$ cat config.mk
export PLATFORM = sky130hd
export DESIGN_NAME = bullet_base_collision_array
export DESIGN_NICKNAME = d
export VERILOG_FILES = /design/src/rtl/bullet_base_collision_array.sv
export SDC_FILE = /design/constraint.sdc
export NUM_CORES = 1
export LEC_CHECK = 0
export ABC_AREA = 1
export CAP_MARGIN = 20
export CORE_UTILIZATION = 44
export DETAILED_ROUTE_END_ITERATION = 16
export GPL_TIMING_DRIVEN = 1
export PLACE_DENSITY = 0.72
export SYNTH_ARGS = -nofsm -noshare
export SYNTH_HDL_FRONTEND = slang
export SYNTH_SLANG_ARGS = --single-unit
$ cat constraint.sdc
create_clock -name frame_clk -period 7.2 [get_ports frame_clk]
set_input_delay 1.44 -clock frame_clk [delete_from_list [all_inputs] [get_ports frame_clk]]
set_output_delay 1.44 -clock frame_clk [all_outputs]
set_load 0.05 [all_outputs]
$ cat src/rtl/bullet_base_collision_array.sv
// -----------------------------------------------------------------------------
// bullet_base_collision_array
//
// Purpose:
//   Once per video frame, checks every player bullet against the hit window of
//   every live enemy base in parallel. It then produces per-base hit pulses and
//   per-bullet consume pulses. It also keeps a damage counter and an
//   alive/destroyed state for each base. Optionally, it schedules base respawns.
//
// Configuration macro:
//   BULLET_COLLISION_RESPAWN_EN
//     Defined:   a destroyed base comes back to life after RESPAWN_FRAMES
//                frames.
//     Undefined: destruction is permanent until reset, no respawn timers are
//                built, and all_destroyed latches once every base is dead.
//
// Ports:
//   frame_clk        in   single clock, one rising edge per video frame
//   Reset_n          in   asynchronous, active-low reset
//   bullet_valid     in   [NUM_BULLETS]     bullet i is in flight
//   bullet_x/y       in   [10*NUM_BULLETS]  packed bullet positions
//   base_tl_x/y      in   [10*NUM_BASES]    packed base top-left corners
//   base_hit         out  [NUM_BASES]       one-frame pulse, base took damage
//   bullet_consumed  out  [NUM_BULLETS]     one-frame pulse, retire bullet
//   enemy_hit        out                    OR of base_hit
//   base_destroyed   out  [NUM_BASES]       one-frame pulse, base went DEAD
//   base_alive       out  [NUM_BASES]       level, base is ALIVE
//   destroyed_count  out  [clog2(NUM_BASES+1)] number of DEAD bases
//   all_destroyed    out                    every base is DEAD
// -----------------------------------------------------------------------------
module bullet_base_collision_array #(
  parameter int NUM_BULLETS     = 2,
  parameter int NUM_BASES       = 4,
  parameter int HIT_RADIUS      = 5,
  parameter int BASE_HALF_X     = 32,
  parameter int BASE_HALF_Y     = 36,
  parameter int HITS_TO_DESTROY = 3,
  parameter int RESPAWN_FRAMES  = 120
) (
  input  logic                               frame_clk,
  input  logic                               Reset_n,
  input  logic [NUM_BULLETS-1:0]             bullet_valid,
  input  logic [10*NUM_BULLETS-1:0]          bullet_x,
  input  logic [10*NUM_BULLETS-1:0]          bullet_y,
  input  logic [10*NUM_BASES-1:0]            base_tl_x,
  input  logic [10*NUM_BASES-1:0]            base_tl_y,
  output logic [NUM_BASES-1:0]               base_hit,
  output logic [NUM_BULLETS-1:0]             bullet_consumed,
  output logic                               enemy_hit,
  output logic [NUM_BASES-1:0]               base_destroyed,
  output logic [NUM_BASES-1:0]               base_alive,
  output logic [$clog2(NUM_BASES+1)-1:0]     destroyed_count,
  output logic                               all_destroyed
);

  localparam int CNT_W = $clog2(NUM_BASES + 1);

  // All window arithmetic is done at 11 bits, so centre + radius cannot wrap.
  localparam logic [10:0] RADIUS = 11'(HIT_RADIUS);
  localparam logic [10:0] HALF_X = 11'(BASE_HALF_X);
  localparam logic [10:0] HALF_Y = 11'(BASE_HALF_Y);
  localparam logic [4:0]  HITS_LIMIT = 5'(HITS_TO_DESTROY);

  typedef enum logic {
    ALIVE = 1'b0,
    DEAD  = 1'b1
  } base_state_t;

  base_state_t state_q [NUM_BASES];
  base_state_t state_d [NUM_BASES];
  logic [3:0]  dmg_q   [NUM_BASES];
  logic [3:0]  dmg_d   [NUM_BASES];

`ifdef BULLET_COLLISION_RESPAWN_EN
  logic [9:0]  respawn_cnt_q [NUM_BASES];
  logic [9:0]  respawn_cnt_d [NUM_BASES];
`endif

  logic [10:0] cx [NUM_BASES];
  logic [10:0] cy [NUM_BASES];
  logic [10:0] bx [NUM_BULLETS];
  logic [10:0] by [NUM_BULLETS];

  logic [NUM_BULLETS-1:0][NUM_BASES-1:0] overlap;
  logic [NUM_BULLETS-1:0][NUM_BASES-1:0] credit;
  logic [NUM_BULLETS-1:0]                consume_d;
  logic [NUM_BASES-1:0]                  damage;
  logic [NUM_BASES-1:0]                  destroy_d;
  logic [NUM_BASES-1:0]                  respawn_d;
  logic [CNT_W-1:0]                      count_d;
  logic                                  all_d;

  // Unpack the base corners into 11-bit centres and widen the bullet
  // positions so that every later comparison is done at one common width.
  always_comb begin
    for (int j = 0; j < NUM_BASES; j++) begin
      cx[j] = {1'b0, base_tl_x[10*j +: 10]} + HALF_X;
      cy[j] = {1'b0, base_tl_y[10*j +: 10]} + HALF_Y;
    end
    for (int i = 0; i < NUM_BULLETS; i++) begin
      bx[i] = {1'b0, bullet_x[10*i +: 10]};
      by[i] = {1'b0, bullet_y[10*i +: 10]};
    end
  end

  // Inclusive square window test. The radius is added to the bullet side
  // rather than subtracted from the centre. This keeps the test correct near
  // the screen origin, where centre - radius would underflow.
  always_comb begin
    overlap = '0;
    for (int i = 0; i < NUM_BULLETS; i++) begin
      for (int j = 0; j < NUM_BASES; j++) begin
        overlap[i][j] = bullet_valid[i]
                      && (state_q[j] == ALIVE)
                      && (bx[i] + RADIUS >= cx[j]) && (bx[i] <= cx[j] + RADIUS)
                      && (by[i] + RADIUS >= cy[j]) && (by[i] <= cy[j] + RADIUS);
      end
    end
  end

  // Credit each bullet to the lowest-index base it overlaps. Any overlap at
  // all consumes the bullet, even though only one base receives the credit.
  always_comb begin
    logic taken;
    taken     = 1'b0;
    credit    = '0;
    consume_d = '0;
    for (int i = 0; i < NUM_BULLETS; i++) begin
      taken = 1'b0;
      for (int j = 0; j < NUM_BASES; j++) begin
        if (overlap[i][j] && !taken) begin
          credit[i][j] = 1'b1;
          taken        = 1'b1;
        end
      end
      consume_d[i] = |overlap[i];
    end
  end

  // A base is damaged at most once per frame, however many bullets landed.
  always_comb begin
    damage = '0;
    for (int j = 0; j < NUM_BASES; j++) begin
      for (int i = 0; i < NUM_BULLETS; i++) begin
        damage[j] = damage[j] | credit[i][j];
      end
    end
  end

  // Per-base next-state logic. An ALIVE base counts damaging frames until it
  // reaches the destroy threshold. A DEAD base either waits out its respawn
  // timer or stays dead for good, depending on the build.
  always_comb begin
    destroy_d = '0;
    respawn_d = '0;
    for (int j = 0; j < NUM_BASES; j++) begin
      state_d[j] = state_q[j];
      dmg_d[j]   = dmg_q[j];
`ifdef BULLET_COLLISION_RESPAWN_EN
      respawn_cnt_d[j] = respawn_cnt_q[j];
`endif
      case (state_q[j])
        ALIVE: begin
          if (damage[j]) begin
            if ({1'b0, dmg_q[j]} + 5'd1 == HITS_LIMIT) begin
              state_d[j]   = DEAD;
              dmg_d[j]     = 4'd0;
              destroy_d[j] = 1'b1;
`ifdef BULLET_COLLISION_RESPAWN_EN
              respawn_cnt_d[j] = 10'(RESPAWN_FRAMES - 1);
`endif
            end else begin
              dmg_d[j] = dmg_q[j] + 4'd1;
            end
          end
        end
        DEAD: begin
`ifdef BULLET_COLLISION_RESPAWN_EN
          // The frame on which the timer reads zero is the final dead frame.
          if (respawn_cnt_q[j] == 10'd0) begin
            state_d[j]   = ALIVE;
            dmg_d[j]     = 4'd0;
            respawn_d[j] = 1'b1;
          end else begin
            respawn_cnt_d[j] = respawn_cnt_q[j] - 10'd1;
          end
`endif
        end
        default: begin
          state_d[j] = ALIVE;
        end
      endcase
    end
  end

  // Up/down dead-base counter. A destroy and a respawn on different bases in
  // the same frame cancel out, so the count stays in step with base_alive.
  always_comb begin
    count_d = destroyed_count;
    for (int j = 0; j < NUM_BASES; j++) begin
      if (destroy_d[j]) begin
        count_d = count_d + CNT_W'(1);
      end
      if (respawn_d[j]) begin
        count_d = count_d - CNT_W'(1);
      end
    end
`ifdef BULLET_COLLISION_RESPAWN_EN
    all_d = (count_d == CNT_W'(NUM_BASES));
`else
    all_d = all_destroyed | (count_d == CNT_W'(NUM_BASES));
`endif
  end

  // State and output registers. On reset, every base is re-armed at once and
  // any respawn timers that were running are discarded.
  always_ff @(posedge frame_clk or negedge Reset_n) begin
    if (!Reset_n) begin
      for (int j = 0; j < NUM_BASES; j++) begin
        state_q[j] <= ALIVE;
        dmg_q[j]   <= 4'd0;
`ifdef BULLET_COLLISION_RESPAWN_EN
        respawn_cnt_q[j] <= 10'd0;
`endif
      end
      base_hit        <= '0;
      bullet_consumed <= '0;
      enemy_hit       <= 1'b0;
      base_destroyed  <= '0;
      destroyed_count <= '0;
      all_destroyed   <= 1'b0;
    end else begin
      for (int j = 0; j < NUM_BASES; j++) begin
        state_q[j] <= state_d[j];
        dmg_q[j]   <= dmg_d[j];
`ifdef BULLET_COLLISION_RESPAWN_EN
        respawn_cnt_q[j] <= respawn_cnt_d[j];
`endif
      end
      base_hit        <= damage;
      bullet_consumed <= consume_d;
      enemy_hit       <= |damage;
      base_destroyed  <= destroy_d;
      destroyed_count <= count_d;
      all_destroyed   <= all_d;
    end
  end

  // The alive level is a direct decode of the registered base state.
  always_comb begin
    for (int j = 0; j < NUM_BASES; j++) begin
      base_alive[j] = (state_q[j] == ALIVE);
    end
  end

endmodule

==> key figures, run 1 <==
Place
  • Dpl hpwl: 35.4 mm
  • Place WS: 0.456 ns
  • Routability cong.: 1.07
  • Port Buf Inserts: 142

Critical path
  • Crit path capture type: flip-flop
  • Startpoint Class: input port
  • WP data required: 7.37 ns
  • CP Class: in -> reg
  • Critical Path Slowest Stage Cell: clkdlybuf4s50_1
  • Max incr delay on CP: 0.67 ns
  • Most frequent CP cell: nand2_1
  • CP Max Fanout: 12
  • CP arrival: 6.70 ns

Clock tree
  • Htree depth: 2
  • # hold bufs at CTS: 0
  • Clock sink count: 35
  • Clk Latency, worst-skew pair: 0.28 ns
  • Postcts setup bufs: 0
  • CTS max path bufs: 2
  • CTS tree: built
  • TritonCTS Buffers: 5
  • Reg clk slew, reported paths: 0.05 ns
  • Cts repair resizes: 0
  • Root Driver: clkbuf_16

Synth
  • Gate Count Post-Synth: 1799
  • Synthesized net count: 2299
  • Number of synthesized flops with an enable pin: 0
  • Most used DFF post-synth: dfrtp_1
  • Synth top area share: 37.3%
  • Warnings from Yosys: 0
  • Seq cells post-synth: 35
  • Area leader, netlist: ha_1
  • Cell area after synthesis: 0.0126 mm^2
  • Sequential fraction of the synthesis area: 6.95%
  • Syn avg cell area: 7.01 um^2
  • Area contributors post-synth: ha_1 (37%), nand2_1 (11%), dfrtp_1 (6.9%)
  • Unique masters post-synth: 45
  • Synth async-reset ratio: 100%

GRT
  • First-pass GRT wire length: 65.7 mm
  • Total grt overflow: 0
  • GR Util All Layers: 28.7%
  • Initial antenna violation count: 0
  • Vias in the first global route: 12700
  • Largest net degree at the start of global routing: 36

Drt
  • Pre-Repair DR Iteration Count: 6
  • Vias: 13200
  • Vias per inst: 5.58
  • Highest metal used: met4
  • 1st-iter DRT viols: 975
  • M1 WL: 17.8 mm
  • Wire per inst: 17.7 um
  • DR DRC count: 0
  • Met3 wire len: 3.23 mm
  • Final WL: 41.7 mm
  • WL met2: 19.3 mm
  • Routed Antenna Nets: 0

Die
  • FP Rows: 61
  • I/O Pins: 143
  • Die width: 171 um
  • Die Footprint: 0.0293 mm^2
  • Die height: 171 um
  • CORE AREA: 0.0280 mm^2
  • Initial Utilization: 45.0%

STA
  • Fin worst setup slack: 0.665 ns
  • Worst Clk Skew: 0.00525 ns
  • Final Critical Period: 6.53 ns
  • # setup viols final: 0
  • Hold Vio Cnt, Final: 0
  • Crit share post-route: 90.8%
  • Unrepaired setup endpoints after global routing: no
  • TNS Setup: 0 ns
  • Worst Tran Pin Value: 0.779 ns
  • Highest clock rate: 153 MHz
  • Slew headroom: 48.1%
  • Final Max Tran Viols: 0

Power and ir drop
  • Max VDD drop: 78.5 uV
  • Total power: 1470 uW
  • Power Density: 99.1 mW/mm^2
  • Static leakage: 0.00769 uW

Final layout
  • Area of the multi-input gates: 0.0110 mm^2
  • NumNets Final: 2479
  • P&R area growth vs syn: 17.9%
  • Commonest non-fill, non-tap cell in the layout: ha_1
  • Fill cells: 2754
  • Layout cells sized above 1: 5.40%
  • Ant diodes: 0
  • Commonest cells after routing, fill and taps aside: ha_1 (376), nand2_1 (362), inv_1 (180)
  • Storage cell area: 876 um^2

Run
  • Number of max-cap violations: 0

Status
  • Outcome: finished clean

Worst hold path
  • Hold Path Class: reg -> reg
[power by group]
group | switching (uW) | leakage, uW | internal (uW) | total (uW)
registers | 0 | 0.000416 | 197 | 197
clock network | 76.9 | 0.0000679 | 128 | 205
logic | 653 | 0.00720 | 420 | 1070
[metrics by stage]
step / cell area [um^2] / util [%] / std cells / hold WS, ns
6_report: 14900 / 53.1 / 2358 / 0.502
2_1_floorplan: 12600 / - / 1799 / 0.483
3_5_place_dp: 14700 / 52.6 / 2350 / 0.498
4_1_cts: 14900 / 53.1 / 2358 / 0.516
3_3_place_gp: 14700 / 52.6 / 2350 / 0.500
5_1_grt: 14900 / 53.1 / 2358 / 0.513
[worst paths after layout]
kind,start,to,slack (ns),cells past startpoint
max reg2reg,dmg_q[12],all_destroyed,3.54,21
max in group asynchronous,Reset_n,bullet_consumed[0],5.46,1
max,bullet_x[1],all_destroyed,0.67,34
min reg2reg,all_destroyed,all_destroyed,0.50,2
min in group asynchronous,Reset_n,dmg_q[2],1.24,1
min,all_destroyed,all_destroyed,0.50,2
[routing by layer]
metal	up-vias	track usage [%]
met2	513	50.1
met3	90	4.05
met5	-	0
met4	0	10.6
li1	6614	-
met1	5952	35.7
[sequential cells by signal (all words and copies together) (netlist names)]
register,flops
all_destroyed,1
base_destroyed,4
base_hit,4
bullet_consumed,2
destroyed_count,3
dmg_q,16
enemy_hit,1
state_q,4
[cells in the mapped netlist (2+ instances only)]
| cell type | instances |
|---|---|
| xnor2_1 | 28 |
| nor3_1 | 33 |
| o21ai_0 | 75 |
| o21ai_1 | 2 |
| mux2_2 | 3 |
| nor2_4 | 5 |
| ha_1 | 376 |
| nand3_1 | 122 |
| nor3b_1 | 4 |
| inv_2 | 8 |
| xor2_1 | 90 |
| inv_1 | 180 |
| nand2_2 | 21 |
| a21o_1 | 10 |
| nor2_2 | 4 |
| o31ai_1 | 3 |
| a211oi_1 | 11 |
| and3_1 | 3 |
| nor4_1 | 10 |
| or4_1 | 2 |
| nand3_4 | 2 |
| nand2_4 | 10 |
| dfrtp_1 | 35 |
| nand3b_1 | 9 |
| or3_1 | 2 |
| or2_2 | 5 |
| a21oi_1 | 146 |
| nand3_2 | 7 |
| o21a_1 | 13 |
| nor2_1 | 139 |
| nand2_1 | 362 |
| o211ai_1 | 3 |
| nand4_1 | 64 |
[critical path, delay by kind of cell]
kind / cells / cell delay [ns]
xor gates and xnor gates: 1 / 0.17
buffers and inverters: 4 / 0.90
adders and majority gates: 5 / 1.32
and+or+nand+nor: 24 / 2.88
[cell type report]
| cell class | instances | share of cell area (%) |
|---|---|---|
| clock buffers | 7 | 0.892 |
| flip-flops and latches | 35 | 5.89 |
| well taps | 378 | 3.18 |
| multi-input cells | 1574 | 74.1 |
| inverters | 189 | 4.77 |
| repair buffers | 174 | 11.1 |
| clock inverters | 1 | 0.0337 |
[logic make-up (layout without fill, tap and decap cells)]
kind of cell             Yosys count  in the layout  synth area share (%)
buffers and inverters            190            371                  5.71
AO/OA/AOI/OAI                    268            268                  11.6
AND/OR/NAND/NOR                  807            807                  29.7
XOR/XNOR                         120            120                  8.45
adder cells (fa/ha/maj)          376            376                  37.3
multiplexers                       3              3                 0.268
flip-flops                        35             35                  6.95
Note: power is estimated with default switching activity, not from simulation.
==> run 2, diff against run 1 <==
--- a/config.mk
+++ b/config.mk
@@ -5,12 +5,11 @@
 export SDC_FILE = /design/constraint.sdc
 export NUM_CORES = 1
 export LEC_CHECK = 0
-export ABC_AREA = 1
 export CAP_MARGIN = 20
-export CORE_UTILIZATION = 44
+export CORE_UTILIZATION = 57
 export DETAILED_ROUTE_END_ITERATION = 16
 export GPL_TIMING_DRIVEN = 1
-export PLACE_DENSITY = 0.72
+export PLACE_DENSITY = 0.88
 export SYNTH_ARGS = -nofsm -noshare
 export SYNTH_HDL_FRONTEND = slang
 export SYNTH_SLANG_ARGS = --single-unit
==> run 2 against run 1 <==
Flip-flop and latch count stayed put. Fmax is 5.1% lower. Via count is 4.5% lower. Register-to-register slack worse by 0.14 ns. Sequential power is 40% higher. Combinational power is 24% higher. Largest cell class unchanged.
==> key figures, run 2 <==
Final layout
  • Commonest non-fill, non-tap cell in the layout: ha_1
  • Layout cells sized above 1: 8.02% (+2.6 points)
  • Commonest cells after routing, fill and taps aside: ha_1 (374), clkdlybuf4s50_1 (139), a21oi_1 (106)
  • Largest Register: dmg_q
  • P&R area growth vs syn: 22.6%
  • NumNets Final: 2183 (-12%)
  • Max FFs per register: 16 (unchanged)

Run
  • Number of max-cap violations: 0 (unchanged)

Drt
  • 1st-iter DRT viols: 1079 (+11%)
  • Routed Antenna Nets: 0 (unchanged)
  • Wire per inst: 20.4 um (+16%)
  • Pre-Repair DR Iteration Count: 5 (-1)
  • Final WL: 40.0 mm (-4.2%)
  • DR DRC count: 0 (unchanged)
  • Vias: 12600 (-4.5%)
  • Vias per inst: 6.43 (+15%)

Die
  • I/O Pins: 143 (unchanged)
  • Initial Utilization: 58.4% (+13 points)
  • FP Rows: 52 (-15%)
  • Die Footprint: 0.0214 mm^2 (-27%)
  • Die height: 146 um (-15%)
  • CORE AREA: 0.0204 mm^2 (-27%)
  • Die width: 146 um (-15%)

Critical path
  • CP Class: in -> reg
  • Startpoint Class: input port
  • CP arrival: 7.09 ns (+0.39 ns)
  • CP Max Fanout: 7 (-5)
  • Crit path capture type: flip-flop
  • WP data required: 7.40 ns (+0.03 ns)

Clock tree
  • Reg clk slew, reported paths: 0.05 ns (about the same)
  • Htree depth: 2 (unchanged)
  • TritonCTS Buffers: 5 (unchanged)
  • Clk Latency, worst-skew pair: 0.28 ns (about the same)
  • CTS tree: built
  • CTS max path bufs: 2 (unchanged)
  • # hold bufs at CTS: 0 (unchanged)
  • Root Driver: clkbuf_16
  • Clock sink count: 35 (unchanged)

Synth
  • Synth async-reset ratio: 100% (unchanged)
  • Synthesized net count: 1939 (-16%)
  • Cell area after synthesis: 0.0119 mm^2 (-5.7%)
  • Number of synthesized flops with an enable pin: 0 (unchanged)
  • Most instantiated library cell after synthesis: ha_1
  • Gate Count Post-Synth: 1439 (-20%)
  • Syn avg cell area: 8.26 um^2 (+18%)
  • Warnings from Yosys: 0 (unchanged)
  • Commonest cells post-synth: ha_1 (376), a21oi_1 (106), xnor2_1 (103)
  • Synth top area share: 39.6% (+2.3 points)
  • Unique masters post-synth: 80 (+78%)
  • Seq cells post-synth: 35 (unchanged)
  • Area contributors post-synth: ha_1 (40%), xnor2_1 (7.6%), dfrtp_1 (7.4%)
  • Sequential fraction of the synthesis area: 7.37% (+0.42 points)
  • Most used DFF post-synth: dfrtp_1
  • Area leader, netlist: ha_1

Place
  • Dpl hpwl: 33.4 mm (-5.5%)
  • Routability cong.: 1.04 (-2.7%)
  • Port Buf Inserts: 142 (unchanged)

GRT
  • GR Util All Layers: 36.5% (+7.8 points)
  • Largest net degree at the start of global routing: 36 (unchanged)
  • Total grt overflow: 0 (unchanged)
  • Vias in the first global route: 12200 (-3.5%)
  • First-pass GRT wire length: 62.1 mm (-5.4%)
  • Initial antenna violation count: 0 (unchanged)

STA
  • Highest clock rate: 145 MHz (-5.1%)
  • WHS: 0.474 ns (-0.0278 ns)
  • Hold Vio Cnt, Final: 0 (unchanged)
  • Worst Tran Pin Value: 0.740 ns (-0.0391 ns)
  • Final Max Tran Viols: 0 (unchanged)
  • TNS Setup: 0 ns (unchanged)
  • Final Critical Period: 6.89 ns (+0.352 ns)
  • # setup viols final: 0 (unchanged)
  • Worst Clk Skew: 0.00376 ns (-0.00149 ns)
  • Slew headroom: 50.1% (+2.0 points)
  • Crit share post-route: 95.6% (+4.9 points)

Power and ir drop
  • Max VDD drop: 115 uV (+47%)
  • Power Density: 126 mW/mm^2 (+27%)
  • Static leakage: 0.00699 uW (-9.1%)

Status
  • Outcome: finished clean

Worst hold path
  • Hold Path Class: reg -> reg
-- run 2: cell types whose count changed in the layout (fill, tap and decap cells not counted), sizes merged, moves of 17 or more --
cell    change
nor2       -87
a21oi      -40
nor2b      +29
inv        -94
xnor2      +77
nand2     -299
buf        +65
nand4      -19
xor2       -52
nand2b     +17
nand3      -74
and3       +18
-- run 2: power by group --
part	total, uW	leakage [uW]	internal, uW	switching (uW)
Combinational	1330	0.00646	580	751
Sequential	276	0.000450	234	42.2
Clock	223	0.0000772	147	75.9
-- run 2: worst paths after layout --
check / start / end / slack, ns / cells after the start
max in group asynchronous: Reset_n / state_q[0] / 5.32 / 2
setup / recovery: base_tl_y[4] / all_destroyed / 0.31 / 27
min in group asynchronous: Reset_n / dmg_q[14] / 1.58 / 2
setup reg to reg: state_q[3] / all_destroyed / 3.40 / 18
hold / removal: dmg_q[3] / dmg_q[3] / 0.47 / 1
hold reg to reg: dmg_q[3] / dmg_q[3] / 0.47 / 1
-- run 2: what timing repair did --
| action | 4_1_cts | 5_1_grt |
|---|---|---|
| pin swaps | 1 | 4 |
| buffers inserted | 1 | 0 |
| gates resized for setup | 0 | 9 |
| endpoints found under the setup margin | 1 | 3 |
-- run 2: final cells by class --
class,count,area [um^2]
Inverter,94,353
Tap cell,270,338
Timing Repair Buffer,240,2160
Fill cell,1558,5800
Clock buffer,8,156
Sequential cell,35,876
Multi-Input combinational cell,1307,10700
Antenna cell,1,2.50
-- run 2: routing by layer --
| metal | vias up | share of wire, % | track usage, % |
|---|---|---|---|
| li1 | 5933 | - | - |
| met1 | 5799 | 39 | 44.0 |
| met2 | 648 | 45 | 62.0 |
| met3 | 198 | 7.6 | 4.06 |
| met4 | 0 | 7.4 | 23.0 |
| met5 | - | 0 | 0 |
-- run 2: critical path: stages --
cell and delay, ns:
clkdlybuf4s50_1 0.51, nand2b_1 0.21, o32a_1 0.36, and2_1 0.20
nor3_2 0.20, xor2_1 0.12, ha_1 0.33, nand2_1 0.06
o21a_1 0.19, a21oi_1 0.17, nand3_1 0.14, a2111o_1 0.45
o211a_2 0.18, o21ai_2 0.15, inv_2 0.08, xnor2_4 0.14
inv_1 0.06, ha_1 0.30, nor3b_2 0.20, nor2_1 0.07
ha_1 0.29, inv_1 0.05, a211o_1 0.26, o31ai_1 0.12
ha_2 0.37, o31a_1 0.31, o21bai_2 0.12
-- run 2: logic make-up (layout without fill, tap and decap cells) --
kind of cell | after synthesis | after routing | synth area share, %
AND/OR/NAND/NOR | 402 | 402 | 17.5
AO/OA/AOI/OAI | 379 | 379 | 20.9
adder cells (fa/ha/maj) | 378 | 378 | 39.7
XOR/XNOR | 146 | 146 | 11.2
buffers and inverters | 97 | 342 | 3.06
flip-flops | 35 | 35 | 7.37
multiplexers | 2 | 2 | 0.179
other | 0 | 1 | 0
-- run 2: stage by stage --
stage	util (%)	instances	worst slack [ns]	area [um^2]	power (uW)
after floorplan	-	1439	0.698	11900	1090
after global placement	70.5	1945	-0.0155	14400	1490
after detailed placement	70.5	1945	-0.283	14400	1560
after CTS	71.3	1954	0.0164	14500	1800
after global routing	71.5	1954	-0.131	14600	1970
final	71.5	1955	0.314	14600	1830
